--- src/rtl/mult_arbiter_if.sv ---
// Multiplier-side bus: operands and request out, ack/result/status back.
// The master is the arbiter; the slave is the parity-checked multiplier core.
interface mult_arbiter_if;
    logic        m_req;
    logic [15:0] m_arg_a;
    logic [15:0] m_arg_b;
    logic        m_arg_a_parity;
    logic        m_arg_b_parity;
    logic        m_ack;
    logic [31:0] m_result;
    logic        m_result_parity;
    logic        m_arg_parity_error;
    logic        m_result_rdy;

    modport master (
        output m_req, m_arg_a, m_arg_b, m_arg_a_parity, m_arg_b_parity,
        input  m_ack, m_result, m_result_parity, m_arg_parity_error, m_result_rdy
    );

    modport slave (
        input  m_req, m_arg_a, m_arg_b, m_arg_a_parity, m_arg_b_parity,
        output m_ack, m_result, m_result_parity, m_arg_parity_error, m_result_rdy
    );
endinterface

--- src/rtl/mult_arbiter.sv ---
// Round-robin share of one 16x16 signed multiplier among NUM_REQ clients, one op in flight.
// Latency: arbitration, REQ, RESP cycles minimum, plus multiplier ack/ready delay.
// Clients hold c_req until c_done; optional watchdog enabled by MULT_ARB_TIMEOUT_EN.
module mult_arbiter #(
    parameter int NUM_REQ        = 4,
    parameter int TIMEOUT_CYCLES = 64
) (
    input  logic                        clk,
    input  logic                        rst,
    input  logic [NUM_REQ-1:0]          c_req,
    input  logic [16*NUM_REQ-1:0]       c_arg_a,
    input  logic [NUM_REQ-1:0]          c_arg_a_parity,
    input  logic [16*NUM_REQ-1:0]       c_arg_b,
    input  logic [NUM_REQ-1:0]          c_arg_b_parity,
    output logic [NUM_REQ-1:0]          c_done,
    output logic [31:0]                 c_result,
    output logic                        c_result_parity,
    output logic                        c_parity_error,
    output logic                        c_timeout,
    mult_arbiter_if.master              mult,
    output logic                        busy,
    output logic [$clog2(NUM_REQ)-1:0]  grant_id
);
    localparam int GRANT_W = $clog2(NUM_REQ);

    if (NUM_REQ < 2 || NUM_REQ > 8 || TIMEOUT_CYCLES < 2) begin : g_bad_param
        $error("mult_arbiter: unsupported NUM_REQ or TIMEOUT_CYCLES");
    end

    typedef enum logic [1:0] {IDLE, REQ, WAIT_RDY, RESP} state_t;

    state_t              state, state_nxt;
    logic [GRANT_W-1:0]  rr_ptr;
    logic [GRANT_W-1:0]  winner;
    logic [GRANT_W-1:0]  cand;
    logic                found;
    logic                grant_en;
    logic                capture;
    logic                timeout_go;
    logic                tmo_hit;
    logic                m_req_q;
    logic [15:0]         arg_a_q, arg_b_q;
    logic                arg_a_par_q, arg_b_par_q;

    function automatic logic [GRANT_W-1:0] wrap_idx(input logic [GRANT_W-1:0] base, input int off);
        int s;
        s = (int'(base) + off) % NUM_REQ;
        return GRANT_W'(s);
    endfunction

    // Search starts just past the last winner, so a client that keeps requesting gets no repeat priority.
    always_comb begin
        winner = rr_ptr;
        cand   = '0;
        found  = 1'b0;
        for (int k = 1; k <= NUM_REQ; k++) begin
            cand = wrap_idx(rr_ptr, k);
            if (!found && c_req[cand]) begin
                found  = 1'b1;
                winner = cand;
            end
        end
    end

    always_comb begin
        state_nxt  = state;
        grant_en   = 1'b0;
        capture    = 1'b0;
        timeout_go = 1'b0;
        case (state)
            IDLE: begin
                if (found) begin
                    grant_en  = 1'b1;
                    state_nxt = REQ;
                end
            end
            REQ: begin
                if (mult.m_ack && mult.m_result_rdy) begin
                    capture   = 1'b1;
                    state_nxt = RESP;
                end else if (tmo_hit) begin
                    timeout_go = 1'b1;
                    state_nxt  = RESP;
                end else if (mult.m_ack) begin
                    state_nxt = WAIT_RDY;
                end
            end
            WAIT_RDY: begin
                if (mult.m_result_rdy) begin
                    capture   = 1'b1;
                    state_nxt = RESP;
                end else if (tmo_hit) begin
                    timeout_go = 1'b1;
                    state_nxt  = RESP;
                end
            end
            RESP:    state_nxt = IDLE;
            default: state_nxt = IDLE;
        endcase
    end

    always_ff @(posedge clk) begin
        if (rst) begin
            state           <= IDLE;
            rr_ptr          <= GRANT_W'(NUM_REQ - 1);
            grant_id        <= '0;
            m_req_q         <= 1'b0;
            arg_a_q         <= '0;
            arg_b_q         <= '0;
            arg_a_par_q     <= 1'b0;
            arg_b_par_q     <= 1'b0;
            c_result        <= '0;
            c_result_parity <= 1'b0;
            c_parity_error  <= 1'b0;
        end else begin
            state   <= state_nxt;
            m_req_q <= (state_nxt == REQ);
            if (grant_en) begin
                grant_id    <= winner;
                rr_ptr      <= winner;
                arg_a_q     <= c_arg_a[16*winner +: 16];
                arg_b_q     <= c_arg_b[16*winner +: 16];
                arg_a_par_q <= c_arg_a_parity[winner];
                arg_b_par_q <= c_arg_b_parity[winner];
            end
            if (capture) begin
                c_result        <= mult.m_result;
                c_result_parity <= mult.m_result_parity;
                c_parity_error  <= mult.m_arg_parity_error;
            end else if (timeout_go) begin
                c_result        <= '0;
                c_result_parity <= 1'b0;
                c_parity_error  <= 1'b0;
            end
        end
    end

`ifdef MULT_ARB_TIMEOUT_EN
    localparam int CNT_W = $clog2(TIMEOUT_CYCLES + 1);
    logic [CNT_W-1:0] tmo_cnt;

    // Count is zero in the first REQ cycle, so the op is abandoned after TIMEOUT_CYCLES cycles.
    assign tmo_hit = ((state == REQ) || (state == WAIT_RDY)) &&
                     (tmo_cnt == CNT_W'(TIMEOUT_CYCLES - 1));

    always_ff @(posedge clk) begin
        if (rst) begin
            tmo_cnt   <= '0;
            c_timeout <= 1'b0;
        end else begin
            if (grant_en)
                tmo_cnt <= '0;
            else if ((state == REQ) || (state == WAIT_RDY))
                tmo_cnt <= tmo_cnt + 1'b1;
            if (capture)
                c_timeout <= 1'b0;
            else if (timeout_go)
                c_timeout <= 1'b1;
        end
    end
`else
    assign tmo_hit   = 1'b0;
    assign c_timeout = 1'b0;
`endif

    always_comb begin
        c_done = '0;
        if (state == RESP)
            c_done[grant_id] = 1'b1;
    end

    assign busy                = (state != IDLE);
    assign mult.m_req          = m_req_q;
    assign mult.m_arg_a        = arg_a_q;
    assign mult.m_arg_b        = arg_b_q;
    assign mult.m_arg_a_parity = arg_a_par_q;
    assign mult.m_arg_b_parity = arg_b_par_q;
endmodule
--- src/flat_wrapper.sv ---
// flat-port wrapper written by rule: the top's interface ports become plain ports
module mult_arbiter_flat 
#(
    parameter int NUM_REQ        = 4,
    parameter int TIMEOUT_CYCLES = 64
)
  (clk, rst, c_req, c_arg_a, c_arg_a_parity, c_arg_b, c_arg_b_parity, c_done, c_result, c_result_parity, c_parity_error, c_timeout, busy, grant_id, mult_m_req, mult_m_arg_a, mult_m_arg_b, mult_m_arg_a_parity, mult_m_arg_b_parity, mult_m_ack, mult_m_result, mult_m_result_parity, mult_m_arg_parity_error, mult_m_result_rdy);
  mult_arbiter_if mult_i ();
  input  logic clk;
  input  logic rst;
  input  logic [NUM_REQ-1:0] c_req;
  input  logic [16*NUM_REQ-1:0] c_arg_a;
  input  logic [NUM_REQ-1:0] c_arg_a_parity;
  input  logic [16*NUM_REQ-1:0] c_arg_b;
  input  logic [NUM_REQ-1:0] c_arg_b_parity;
  output logic [NUM_REQ-1:0] c_done;
  output logic [31:0] c_result;
  output logic c_result_parity;
  output logic c_parity_error;
  output logic c_timeout;
  output logic busy;
  output logic [$clog2(NUM_REQ)-1:0] grant_id;
  output wire logic [$bits(mult_i.m_req)-1:0] mult_m_req;
  output wire logic [$bits(mult_i.m_arg_a)-1:0] mult_m_arg_a;
  output wire logic [$bits(mult_i.m_arg_b)-1:0] mult_m_arg_b;
  output wire logic [$bits(mult_i.m_arg_a_parity)-1:0] mult_m_arg_a_parity;
  output wire logic [$bits(mult_i.m_arg_b_parity)-1:0] mult_m_arg_b_parity;
  input wire logic [$bits(mult_i.m_ack)-1:0] mult_m_ack;
  input wire logic [$bits(mult_i.m_result)-1:0] mult_m_result;
  input wire logic [$bits(mult_i.m_result_parity)-1:0] mult_m_result_parity;
  input wire logic [$bits(mult_i.m_arg_parity_error)-1:0] mult_m_arg_parity_error;
  input wire logic [$bits(mult_i.m_result_rdy)-1:0] mult_m_result_rdy;
  assign mult_m_req = mult_i.m_req;
  assign mult_m_arg_a = mult_i.m_arg_a;
  assign mult_m_arg_b = mult_i.m_arg_b;
  assign mult_m_arg_a_parity = mult_i.m_arg_a_parity;
  assign mult_m_arg_b_parity = mult_i.m_arg_b_parity;
  assign mult_i.m_ack = mult_m_ack;
  assign mult_i.m_result = mult_m_result;
  assign mult_i.m_result_parity = mult_m_result_parity;
  assign mult_i.m_arg_parity_error = mult_m_arg_parity_error;
  assign mult_i.m_result_rdy = mult_m_result_rdy;
  mult_arbiter #(.NUM_REQ(NUM_REQ), .TIMEOUT_CYCLES(TIMEOUT_CYCLES)) u_core (.clk(clk), .rst(rst), .c_req(c_req), .c_arg_a(c_arg_a), .c_arg_a_parity(c_arg_a_parity), .c_arg_b(c_arg_b), .c_arg_b_parity(c_arg_b_parity), .c_done(c_done), .c_result(c_result), .c_result_parity(c_result_parity), .c_parity_error(c_parity_error), .c_timeout(c_timeout), .mult(mult_i), .busy(busy), .grant_id(grant_id));
endmodule
--- config.mk ---
export PLATFORM = sky130hd
export DESIGN_NAME = mult_arbiter_flat
export DESIGN_NICKNAME = d
export VERILOG_FILES = /design/src/rtl/mult_arbiter_if.sv /design/src/rtl/mult_arbiter.sv /design/src/flat_wrapper.sv
export SDC_FILE = /design/constraint.sdc
export NUM_CORES = 1
export LEC_CHECK = 0
export CAP_MARGIN = 20
export CORE_AREA = 2 2 105 107
export CTS_CLUSTER_DIAMETER = 120
export CTS_CLUSTER_SIZE = 30
export DETAILED_ROUTE_END_ITERATION = 7
export DIE_AREA = 0 0 107 109
export GPL_TIMING_DRIVEN = 0
export HOLD_SLACK_MARGIN = 0.03
export PLACE_DENSITY = 0.9
export SYNTH_ARGS = -nofsm -noshare
export SYNTH_HDL_FRONTEND = slang
export SYNTH_SLANG_ARGS = --single-unit
--- constraint.sdc ---
create_clock -name clk -period 1.87 [get_ports clk]
set_input_delay 0.2805 -clock clk [delete_from_list [all_inputs] [get_ports clk]]
set_output_delay 0.2805 -clock clk [all_outputs]
set_load 0.005 [all_outputs]
==> summary.md <==
| Metric | Value |
|---|---|
| Status | completed |
| I/O Pins | 255 |
| Sequential Power Share | 36.6% |
| Slowest CP cell | clkdlybuf4s50_1 |
| Worst VDD drop | 0.3660 mV |
| Post-synth cell types | 33 |
| Max H-tree Level | 3 |
| Vias | 4093 |
| Synth warnings | 0 |
| Syn Nets | 584 |
| Number of max-cap violations | 0 |
| Max Freq | 0.5563 GHz |
| Final setup viols | 0 |
| Final Hold Vio Count | 0 |
| Dpl cells | 793 |
| Remaining global-route overflow | 0 |
| Die ar. | 11660 um^2 |
| Initial Utilization | 33.84% |
| Number of nets in the layout | 865 |
| Logic gate share of total power | 35.7% |
| Register area share after synthesis | 41.84% |
| CTS Sinks | 75 |
| Final period utilization | 96.13% |
| Synth Area per Inst | 8.949 um^2 |
| Final Max Tran Viols | 0 |
| CP arrival | 1.52 ns |
| Hold WC Path Type | reg2reg |
| Flops & latches, synth | 75 |
| N_diodes | 0 |
| DR iter-0 viols | 156 |
| Clk pwr share | 27.7% |
| CP Class | reg2out |
| Register Area | 1510 um^2 |
| Crit path cell chain | ha_4 > nand2_1 > nor2_1 > clkdlybuf4s50_1 |
| DRC violation count after routing | 0 |
| Worst-path clk slew | 0.08 ns |
| DRT antenna net count | 0 |
| GPL Wtd Cong | 0.8245 |
| LEAKAGE | 2.804 nW |
| Core footprint | 10600 um^2 |
| Vias in the first global route | 4205 |
| Port buffer count | 252 |
| Wire per inst | 17.18 um |
| Startpoint types | flip-flop |
| P per Cell Area | 756.6 nW/um^2 |
| Commonest cells after routing, fill and taps aside | clkdlybuf4s50_1 (245), nand2_1 (106), dfxtp_1 (72) |
| Reg2reg path depth | 8 |
| First-pass GRT wire length | 20970 um |
| R2R Path Start | u_core.rr_ptr[0] |
| Clock Latency Late Sink | 0.34 ns |
| Crit end category | output pin |
| Antenna violations before repair | 0 |
| Multi-input gate area | 1943 um^2 |
| Die height | 109 um |
| Layout area overhead | 90.93% |
| Max incr delay on CP | 0.50 ns |
| Peak fanout along the critical path | 5 |
| Via density | 4.949 |
| Largest net degree at the start of global routing | 13 |
| TritonCTS clock tree | yes |
| Number of cell rows | 38 |
| Die Span X | 107 um |
| Fin cells | 827 |
| Post-Route WL | 14210 um |
| R2r endpoint | u_core.mult.m_arg_b[6] |
| Reg2reg setup slack | 0.09 ns |
| Post-route minimum period | 1.798 ns |
| Worst Setup SP | u_core.state[0] |
| Sw Share | 27.51% |
| CTS Buffer Depth | 2 |
| Gr usage total | 22.98% |
| Number of fill cells | 853 |
| Crit path required time | 1.59 ns |
| Commonest non-fill, non-tap cell in the layout | clkdlybuf4s50_1 |
| Share of layout cells above drive strength 1 | 10.92% |
| Internal | 3.757 mW |
| Cell Area, Synth | 3588 um^2 |
| Psw | 1.426 mW |
| Final HPWL DP | 10910 um |
| TritonCTS Buffers | 9 |
| Mapped Cells | 401 |
| CP endpoint | c_done[1] |
| Setup_tns | 0 ns |
| Root Buffer | clkbuf_8 |
| First-pass DRT Iterations | 4 |
| Max Clock Skew | 0.009603 ns |
## cells by family (layout without fill, tap and decap cells)
logic type / Yosys count / in the layout / synth area share [%]
AO/OA/AOI/OAI: 84 / 84 / 16.04
adder cells (fa/ha/maj): 5 / 5 / 1.743
buffers and inverters: 35 / 321 / 5.788
flip-flops: 75 / 75 / 41.84
multiplexers: 68 / 68 / 18.97
other: 1 / 1 / 0.1045
AND/OR/NAND/NOR: 133 / 133 / 15.52
## metal layers
| layer | up-vias | wire, um | track usage [%] |
|---|---|---|---|
| met2 | 189 | 7256 | 42.86 |
| met3 | 27 | 1457 | 8.488 |
| met5 | - | 0 | 0 |
| li1 | 1982 | - | - |
| met1 | 1895 | 5135 | 23.59 |
| met4 | 0 | 355 | 8.163 |
## synth_stat cells, drive strengths merged
cell      n  share of area (%)
a21o      2               0.42
a21oi    37                5.2
a221oi    2               0.66
a311oi    1               0.24
and2      2               0.42
and3      2               0.35
and3b     1               0.24
buf      18                4.0
clkbuf   12                1.3
conb      1               0.10
dfxtp    75                 42
ha        5                1.7
inv       5               0.52
mux2i    68                 19
nand2   109                 12
nand2b    2               0.35
nand3     1               0.14
nor2      7               0.94
nor2b     4               0.70
nor3      3               0.42
nor3b     1               0.21
o21a      1               0.21
o21ai     6               0.84
o21bai    1               0.21
o221ai   34                8.3
or4       1               0.21
## critical path: cells and delay by family, from the launching register on
| kind | cells | cell delay, ns |
|---|---|---|
| buffers and inverters | 1 | 0.50 |
| flip-flops | 1 | 0.39 |
| adder cells (fa/ha/maj) | 1 | 0.15 |
| AND/OR/NAND/NOR | 2 | 0.14 |
## per-stage QoR
stage / hold slack (ns) / utilization, % / instance area [um^2] / total power, mW / setup WS [ns]
floorplan: 0.4165 / - / 3588 / 2.636 / 0.2437
global placement: 0.4419 / 59.29 / 6286 / 3.532 / -0.4678
detailed placement: 0.4473 / 59.29 / 6286 / 3.577 / -0.5764
CTS: 0.4466 / 62.96 / 6675 / 5.126 / -0.01911
global route: 0.4693 / 64.62 / 6852 / 5.421 / -0.006928
finish: 0.4550 / 64.62 / 6852 / 5.184 / 0.07243
## worst min-delay path by stage
stage               cells after the start                  startpoint                    endpoint  slack [ns]
floorplan                               2     mult_m_arg_parity_error       u_core.c_parity_error        0.42
global placement                        2          u_core.c_result[4]          u_core.c_result[4]        0.44
detailed placement                      2  u_core.mult.m_arg_b_parity  u_core.mult.m_arg_b_parity        0.45
CTS                                     2                         rst             u_core.state[0]        0.45
global route                            3     mult_m_arg_parity_error       u_core.c_parity_error        0.47
finish                                  2          u_core.c_result[1]          u_core.c_result[1]        0.45
## power by group through the flow
stage | logic [mW] | clock network (mW) | registers, mW
global route | 1.97 | 1.54 | 1.92
floorplan | 0.708 | 0 | 1.93
global placement | 1.62 | 0 | 1.91
detailed placement | 1.65 | 0 | 1.93
finish | 1.85 | 1.44 | 1.90
CTS | 1.76 | 1.47 | 1.89
## sequential cells by signal (all words and copies together), names as in the netlist
name	count
u_core.c_parity_error	1
u_core.c_result	32
u_core.c_result_parity	1
u_core.grant_id	2
u_core.mult.m_arg_a	16
u_core.mult.m_arg_a_parity	1
u_core.mult.m_arg_b	16
u_core.mult.m_arg_b_parity	1
u_core.mult.m_req	1
u_core.rr_ptr	2
u_core.state	2
## layout make-up
type / instances / area share (%)
Sequential cell: 75 / 22.04
Inverter: 5 / 0.2739
Clock buffer: 13 / 2.319
Buffer: 29 / 3.926
Clock inverter: 3 / 1.004
Tap cell: 140 / 2.557
Multi-Input combinational cell: 291 / 28.36
Timing Repair Buffer: 271 / 39.52
## repair_timing
item | in CTS | in global routing
resized for setup | 30 | 32
pin swaps | 1 | 6
endpoints found under the setup margin | 69 | 68
hold buffers | 0 | 0
gates cloned | 0 | 6
setup buffers | 7 | 6
(Power assumes the default switching activity.)
